[src/rtl/lcd_controller.sv]
// DE-only RGB LCD timing generator with a deterministic x/y test pattern.
// Scans back porch, active region and front porch on both axes, frames back-to-back.
module lcd_controller #(
    parameter int unsigned HORIZONTAL_BACK_PORCH  = 46,
    parameter int unsigned HORIZONTAL_FRONT_PORCH = 210,
    parameter int unsigned VERTICAL_BACK_PORCH    = 23,
    parameter int unsigned VERTICAL_FRONT_PORCH   = 22,
    parameter int unsigned HORIZONTAL_DATA_WIDTH  = 800,
    parameter int unsigned VERTICAL_DATA_WIDTH    = 480
) (
    input  logic       clk,
    input  logic       aresetn,
    input  logic       i_start,
    output logic       o_data_en,
    output logic [7:0] o_red,
    output logic [7:0] o_green,
    output logic [7:0] o_blue
);

    localparam int unsigned HTotal = HORIZONTAL_BACK_PORCH + HORIZONTAL_DATA_WIDTH +
                                     HORIZONTAL_FRONT_PORCH;
    localparam int unsigned VTotal = VERTICAL_BACK_PORCH + VERTICAL_DATA_WIDTH +
                                     VERTICAL_FRONT_PORCH;
    localparam int unsigned HCntW  = (HTotal > 1) ? $clog2(HTotal) : 1;
    localparam int unsigned VCntW  = (VTotal > 1) ? $clog2(VTotal) : 1;
    localparam int unsigned HActEnd = HORIZONTAL_BACK_PORCH + HORIZONTAL_DATA_WIDTH;
    localparam int unsigned VActEnd = VERTICAL_BACK_PORCH + VERTICAL_DATA_WIDTH;

    typedef enum logic {StIdle, StRun} state_e;

    state_e           state_q, state_d;
    logic [HCntW-1:0] h_cnt_q, h_cnt_d;
    logic [VCntW-1:0] v_cnt_q, v_cnt_d;
    logic             h_last, v_last, h_act, v_act;
    logic [7:0]       x_lo, y_lo;

    always_ff @(posedge clk) begin
        if (!aresetn) begin
            state_q <= StIdle;
        end else begin
            state_q <= state_d;
        end
    end

    always_comb begin
        state_d = state_q;
        unique case (state_q)
            StIdle: if (i_start) state_d = StRun;
            StRun:  state_d = StRun;
        endcase
    end

    assign h_last = (32'(h_cnt_q) == HTotal - 1);
    assign v_last = (32'(v_cnt_q) == VTotal - 1);

    // Counters sit at zero throughout IDLE, so the start edge leaves them at (0,0).
    always_comb begin
        h_cnt_d = h_cnt_q;
        v_cnt_d = v_cnt_q;
        if (state_q == StIdle) begin
            h_cnt_d = '0;
            v_cnt_d = '0;
        end else if (!h_last) begin
            h_cnt_d = h_cnt_q + HCntW'(1);
        end else begin
            h_cnt_d = '0;
            v_cnt_d = v_last ? '0 : v_cnt_q + VCntW'(1);
        end
    end

    always_ff @(posedge clk) begin
        if (!aresetn) begin
            h_cnt_q <= '0;
            v_cnt_q <= '0;
        end else begin
            h_cnt_q <= h_cnt_d;
            v_cnt_q <= v_cnt_d;
        end
    end

    assign h_act = (32'(h_cnt_q) >= HORIZONTAL_BACK_PORCH) && (32'(h_cnt_q) < HActEnd);
    assign v_act = (32'(v_cnt_q) >= VERTICAL_BACK_PORCH) && (32'(v_cnt_q) < VActEnd);
    assign x_lo  = 8'(32'(h_cnt_q) - HORIZONTAL_BACK_PORCH);
    assign y_lo  = 8'(32'(v_cnt_q) - VERTICAL_BACK_PORCH);

    always_comb begin
        o_data_en = 1'b0;
        o_red     = 8'h00;
        o_green   = 8'h00;
        o_blue    = 8'h00;
        if (state_q == StRun && h_act && v_act) begin
            o_data_en = 1'b1;
            o_red     = x_lo;
            o_green   = y_lo;
            o_blue    = x_lo ^ y_lo;
        end
    end

endmodule

[config.mk]
export PLATFORM = sky130hd
export DESIGN_NAME = lcd_controller
export DESIGN_NICKNAME = d
export VERILOG_FILES = /design/src/rtl/lcd_controller.sv
export SDC_FILE = /design/constraint.sdc
export NUM_CORES = 1
export LEC_CHECK = 0
export ABC_AREA = 1
export CAP_MARGIN = 10
export CORE_ASPECT_RATIO = 1.5
export CORE_UTILIZATION = 53
export CTS_CLUSTER_SIZE = 24
export DETAILED_ROUTE_END_ITERATION = 6
export PLACE_DENSITY = 0.79
export SKIP_CTS_REPAIR_TIMING = 1
export SYNTH_ARGS = -nofsm -noshare
export SYNTH_HDL_FRONTEND = slang
export SYNTH_SLANG_ARGS = --single-unit
[constraint.sdc]
create_clock -name clk -period 2.3 [get_ports clk]
set_input_delay 0.46 -clock clk [delete_from_list [all_inputs] [get_ports clk]]
set_output_delay 0.46 -clock clk [all_outputs]
set_load 0.1 [all_outputs]
==> impl_metrics.json, run 1 <==
{
  "power.density_cell_area_mw_per_mm2": 290.6,
  "clk_latency_ps": 280,
  "track_usage_pct": 30.57,
  "cts_sinks": 22,
  "antenna_found_initial": 0,
  "syn_nets": 288,
  "crit_path_capture_type": "output port",
  "place.port_buffers": 27,
  "setup.worst_path.end": "o_blue[2]",
  "p_leak_uw": 0.001257,
  "final_nets": 332,
  "wire_length_of_the_first_global_routing_pass_um": 7693,
  "cts_tree": "built",
  "finalWeightedCongestion": 0.9460,
  "critical_path_required_ps": 1840,
  "area_enclosed_by_the_die_boundary_mm2": 0.003439,
  "htree_levels": 1,
  "die_w_um": 48.22,
  "syn-cell-area_mm2": 0.001698,
  "totalWireLength_um": 8244,
  "synth-edff-count": 0,
  "timing.final.crit_share_pct": 112.1,
  "maxSlewHeadroom_pct": 58.56,
  "r2r-end": "h_cnt_q[8]$_SDFF_PP0_",
  "ys_seq_elements": 22,
  "worstReg2RegStart": "h_cnt_q[0]$_SDFF_PP0_",
  "worst_setup_path_startpoint": "v_cnt_q[3]$_SDFFE_PN0P_",
  "critPathArrivalTime_ps": 2120,
  "timing.final.max_slew_violations": 0,
  "achievable-frequency_ghz": 0.3877,
  "cp-start-kind": "flop",
  "flop_to_flop_setup_slack_ps": 190,
  "die_h_um": 71.32,
  "finalSetupViolCount": 25,
  "min-delay-path-class": "flop to flop",
  "grt_remaining_overflow": 0,
  "setup.worst_path.class": "flop to output port",
  "ys_seq_area_share_pct": 25.94,
  "antenna_violating_nets_post_route": 0,
  "final_layout_worst_hold_slack_ps": 518.4,
  "layout-drive-gt1-share_pct": 36.84,
  "clock-skew-final_ps": 10.35,
  "clock-root-buffer": "sky130_fd_sc_hd__clkbuf_8",
  "drc_errors": 0,
  "clkSlewWorstSetupHoldPaths_ps": 90,
  "grt_pass1_vias": 1834,
  "synth-warning-count": 0,
  "drtPass1Iterations": 6,
  "timing_hold_violations_final": 0,
  "initial_core_util_pct": 57.11,
  "vias_per_cell": 6.519,
  "failed_checks": "negative setup slack",
  "syn-mean-instance-area_um2": 6.064,
  "clockBufferDepth": 2,
  "core_region_mm2": 0.002973,
  "async_flop_share_pct": 0,
  "synth_cell_types": 24,
  "worstRegToRegCells": 9,
  "worst_pin_slew_ps": 617.2,
  "top_level_ports": 28,
  "post_route_setup_tns_ps": -5549,
  "dp_hpwl_um": 3752,
  "fin_ws_ps": -279.4,
  "synth-main-ff-cell": "sky130_fd_sc_hd__dfxtp_1",
  "netlist_instances": 280,
  "synthesis_to_layout_area_growth_pct": 65.59,
  "rsz0062_at_grt": "true",
  "max_capacitance_violation_count": 0,
  "antenna-diode-count": 0,
  "numCtsBuffers": 3,
  "grt_start_max_net_pins": 16,
  "drt_first_iter_violations": 302,
  "fp-row-count": 24,
  "wl_per_cell_um": 22.77,
  "routed-via-count": 2360,
  "layout_min_cycle_time_ps": 2579,
  "worst_ir_drop_vdd_mv": 0.4253,
  "status": "complete, but fails checks",
  "dp_slack_ps": 120.2,
  "critical_path_peak_fanout": 7
}
## power by group
group | total [µW] | leakage [µW] | switching (µW) | internal (µW)
clock network | 383 | 0.0000357 | 149 | 233
registers | 383 | 0.000186 | 3.44 | 380
logic | 51.4 | 0.00104 | 35.1 | 16.3
## area by class of cell
class                      instances  area, µm²
clock buffer                       3      41.29
inverter                          37      147.6
sequential                        22      466.7
fill                              96      161.4
multi-input combinational        217       1376
tap                               39      48.80
timing repair buffer              43      700.7
clock inverter                     1      30.03
## critical path, cell delays in order, from the launching register on
cell and delay [ps]:
sky130_fd_sc_hd__dfxtp_1 480, sky130_fd_sc_hd__inv_1 220, sky130_fd_sc_hd__nand2_4 130, sky130_fd_sc_hd__nand2_4 90
sky130_fd_sc_hd__a21oi_4 170, sky130_fd_sc_hd__nand3_4 160, sky130_fd_sc_hd__clkbuf_16 230, sky130_fd_sc_hd__nor2_4 150
sky130_fd_sc_hd__buf_12 190
## kinds of logic (layout without fill, tap and decap cells)
| family | count (synthesis) | after routing | synth area share (%) |
|---|---|---|---|
| XOR/XNOR | 12 | 12 | 6.190 |
| adder cells (fa/ha/maj) | 5 | 5 | 3.685 |
| AND/OR/NAND/NOR | 186 | 186 | 48.49 |
| flip-flops | 22 | 22 | 25.94 |
| buffers and inverters | 41 | 84 | 10.76 |
| AO/OA/AOI/OAI | 14 | 14 | 4.938 |
## flip-flops by register name (all words and copies together), names as in the netlist
signal,count
state_q,1
v_cnt_q,10
h_cnt_q,11
## layout by cell type (no fill, tap or decap), drive strengths merged
cell type and n:
bufinv 1, clkbuf 5, nand3 24, clkinvlp 1, nor2 60, o21ai 2
inv 36, nand4 5, buf 39, o211ai 1, nor3 8, a21oi 11
ha 5, xor2 10, clkdlybuf4s50 2, nand2 88, nand3b 1, dfxtp 22
xnor2 2
## worst min path at each step
stage,from,end,slack (ps),cells past startpoint
after floorplan,h_cnt_q[0]$_SDFF_PP0_,h_cnt_q[0]$_SDFF_PP0_,450,1
after global placement,v_cnt_q[3]$_SDFFE_PN0P_,v_cnt_q[3]$_SDFFE_PN0P_,490,2
after detailed placement,v_cnt_q[3]$_SDFFE_PN0P_,v_cnt_q[3]$_SDFFE_PN0P_,490,2
after CTS,v_cnt_q[3]$_SDFFE_PN0P_,v_cnt_q[3]$_SDFFE_PN0P_,500,2
after global routing,v_cnt_q[7]$_SDFFE_PN0P_,v_cnt_q[7]$_SDFFE_PN0P_,530,2
final,v_cnt_q[2]$_SDFFE_PN0P_,v_cnt_q[2]$_SDFFE_PN0P_,520,2
## metrics by stage
stage	util (%)	std cells	total power, µW	instance area, µm²
detailed placement	83.00	347	432.4	2467
CTS	85.40	351	789.5	2539
finish	94.57	362	817.1	2811
floorplan	-	280	419.1	1883
global route	94.57	362	827.3	2811
global placement	83.00	347	430.9	2467
## per-layer routing
layer  share of wire [%]  GRT usage [%]
met1                  32          32.08
met2                  46          56.15
met4                  11          12.04
met3                  11          4.030
met5                   0              0
## cell usage after synthesis (2+ instances only)
library cell	n	area, µm²
sky130_fd_sc_hd__o21ai_0	2	10.01
sky130_fd_sc_hd__nor3_1	8	40.04
sky130_fd_sc_hd__xnor2_1	2	17.52
sky130_fd_sc_hd__a21oi_1	10	50.05
sky130_fd_sc_hd__nand3_1	23	115.1
sky130_fd_sc_hd__nand4_1	5	31.28
sky130_fd_sc_hd__ha_1	5	62.56
sky130_fd_sc_hd__nand2_2	6	37.54
sky130_fd_sc_hd__inv_2	2	7.510
sky130_fd_sc_hd__nor2_4	3	33.78
sky130_fd_sc_hd__dfxtp_1	22	440.4
sky130_fd_sc_hd__buf_6	3	33.78
sky130_fd_sc_hd__nand2_1	82	307.8
sky130_fd_sc_hd__nor2_1	55	206.5
sky130_fd_sc_hd__inv_1	34	127.6
sky130_fd_sc_hd__xor2_1	10	87.58
Note: power is estimated with default switching activity, not from simulation.
==> inputs of run 2 (changes only) <==
- RECOVER_POWER: default -> 50
==> run 2 against run 1 <==
- the flow still finishes with violations (negative setup slack)
- die area stayed put
- count of clock-buffer cells in the layout stayed put
- total power is 0.27% higher
- non-clock buffer count stayed put
- sequential share of layout area is 0.13 points higher
- register-to-register slack worse by 150 ps
- critical path depth stayed put
- clock skew is 0.70 ps higher
- sequential cell count stayed put
- first-iteration DRC count is 1.3% higher
- combinational power is 3% lower
- critical path type unchanged
- critical endpoint unchanged
- largest cell class unchanged
==> impl_metrics.json, run 2 (same netlist as run 1, synthesis figures left out) <==
{
  "finalSetupViolCount": 25,
  "p_leak_uw": 0.001225,
  "crit_path_top_delay_cell": "sky130_fd_sc_hd__dfxtp_1",
  "cp-start-kind": "flop",
  "final_nets": 332,
  "antenna_found_initial": 0,
  "vias_per_cell": 6.566,
  "antenna-diode-count": 0,
  "achievable-frequency_ghz": 0.3885,
  "dpl.cell_count": 347,
  "clock-skew-final_ps": 11.05,
  "antenna_violating_nets_post_route": 0,
  "grt_start_max_net_pins": 16,
  "top_level_ports": 28,
  "fin_ws_ps": -274.2,
  "worstRegToRegCells": 11,
  "cells_traversed_along_the_worst_timing_path": "inv_1 -> nand2_4 -> nand2_4 -> a21oi_4 -> nand3_4 -> clkbuf_16 -> nor2_4 -> buf_12",
  "flop_to_flop_setup_slack_ps": 40,
  "wl_per_cell_um": 22.76,
  "area_enclosed_by_the_die_boundary_mm2": 0.003439,
  "synthesis_to_layout_area_growth_pct": 64.33,
  "largest_register_ff_count": 11,
  "clk_latency_ps": 280,
  "layout_min_cycle_time_ps": 2574,
  "min-delay-path-class": "flop to flop",
  "timing.critical_path.depth": 8,
  "critical-path-top-delay-family": "buffers and inverters",
  "drt_first_iter_violations": 306,
  "final_core_utilization_pct": 93.86,
  "commonest_non_fill_non_tap_cells_in_the_layout": "sky130_fd_sc_hd__nand2_1 (74), sky130_fd_sc_hd__inv_1 (31), sky130_fd_sc_hd__nor2_4 (29)",
  "design_power_total_uw": 819.3,
  "die_h_um": 71.32,
  "dpl_cell_area_mm2": 0.002467,
  "finish.instance_area_mm2": 0.002790,
  "worst_pin_slew_ps": 623.3,
  "timing.final.max_slew_violations": 0,
  "failed_checks": "negative setup slack",
  "cts_sinks": 22,
  "clkSlewWorstSetupHoldPaths_ps": 100,
  "drc_errors": 0,
  "setup.worst_path.class": "flop to output port",
  "maxSlewHeadroom_pct": 58.15,
  "biggest_register": "h_cnt_q",
  "core_region_mm2": 0.002973,
  "crit_path_capture_type": "output port",
  "numCtsBuffers": 3,
  "clock-root-buffer": "sky130_fd_sc_hd__clkbuf_8",
  "layout.cells.most_common": "sky130_fd_sc_hd__nand2_1",
  "critical_path_required_ps": 1840,
  "initial_core_util_pct": 57.11,
  "place.port_buffers": 27,
  "rsz0062_at_grt": "true",
  "timing_hold_violations_final": 0,
  "cp_common_cell": "sky130_fd_sc_hd__nand2_4",
  "setup.worst_path.end": "o_blue[2]",
  "die_w_um": 48.22,
  "crit_buf_inv": 3,
  "totalWireLength_um": 8239,
  "grt_remaining_overflow": 0,
  "clockBufferDepth": 2,
  "r2r-end": "v_cnt_q[5]$_SDFFE_PN0P_",
  "timing.final.crit_share_pct": 111.9,
  "worst_setup_path_startpoint": "v_cnt_q[3]$_SDFFE_PN0P_",
  "track_usage_pct": 30.57,
  "finalNonFillerCells": 362,
  "worst_ir_drop_vdd_mv": 0.4256,
  "cts_tree": "built",
  "critPathArrivalTime_ps": 2110,
  "fp-row-count": 24,
  "grt_pass1_vias": 1834,
  "power.density_cell_area_mw_per_mm2": 293.6,
  "htree_levels": 1,
  "post_route_setup_tns_ps": -5440,
  "drtPass1Iterations": 5,
  "dp_hpwl_um": 3752,
  "hold_crit_depth": 2,
  "finalWeightedCongestion": 0.9460,
  "wire_length_of_the_first_global_routing_pass_um": 7693,
  "worstReg2RegStart": "h_cnt_q[0]$_SDFF_PP0_",
  "critical_path_peak_fanout": 7,
  "status": "complete, but fails checks",
  "routed-via-count": 2377,
  "top_regs": "h_cnt_q (11), v_cnt_q (10), state_q (1)",
  "max_stage_delay_ps": 480,
  "layout-drive-gt1-share_pct": 36.53,
  "max_capacitance_violation_count": 0
}
==> run 2: metrics by stage <==
stage	hold slack (ps)	setup WS (ps)
2_1_floorplan	450.6	-136.3
3_3_place_gp	487.3	177.2
3_5_place_dp	486.3	120.2
4_1_cts	500.2	-170.5
5_1_grt	529.8	-252.2
6_report	524.3	-274.2
==> run 2: per-layer routing <==
metal	vias up	part of all wire (%)	track usage (%)
met2	247	47	56.15
met4	0	10	12.04
li1	956	-	-
met3	98	11	4.030
met5	-	0	0
met1	1076	32	32.08
==> run 2: how the worst min path moves through the flow <==
stage	start	endpoint	slack (ps)
floorplan	h_cnt_q[0]$_SDFF_PP0_	h_cnt_q[0]$_SDFF_PP0_	450
global route	v_cnt_q[7]$_SDFFE_PN0P_	v_cnt_q[7]$_SDFFE_PN0P_	530
finish	v_cnt_q[7]$_SDFFE_PN0P_	v_cnt_q[7]$_SDFFE_PN0P_	520
CTS	v_cnt_q[3]$_SDFFE_PN0P_	v_cnt_q[3]$_SDFFE_PN0P_	500
global placement	v_cnt_q[3]$_SDFFE_PN0P_	v_cnt_q[3]$_SDFFE_PN0P_	490
detailed placement	v_cnt_q[3]$_SDFFE_PN0P_	v_cnt_q[3]$_SDFFE_PN0P_	490
==> run 2: power by group <==
| part | switching [µW] | internal [µW] |
|---|---|---|
| registers | 3.30 | 380 |
| clock network | 153 | 233 |
| logic | 34.7 | 15.4 |
| total | 191 | 628 |
==> run 2: worst min-delay path, stage by stage, from the launching register on <==
cell,delay [ps]
sky130_fd_sc_hd__dfxtp_2,360
sky130_fd_sc_hd__nand2_1,80
sky130_fd_sc_hd__a21oi_1,60
==> run 2: cell type report <==
cell class | instances | area, µm²
sequential | 22 | 466.7
inverter | 37 | 147.6
multi-input combinational | 217 | 1355
tap | 39 | 48.80
clock buffer | 3 | 41.29
clock inverter | 1 | 30.03
fill | 101 | 182.7
timing repair buffer | 43 | 700.7
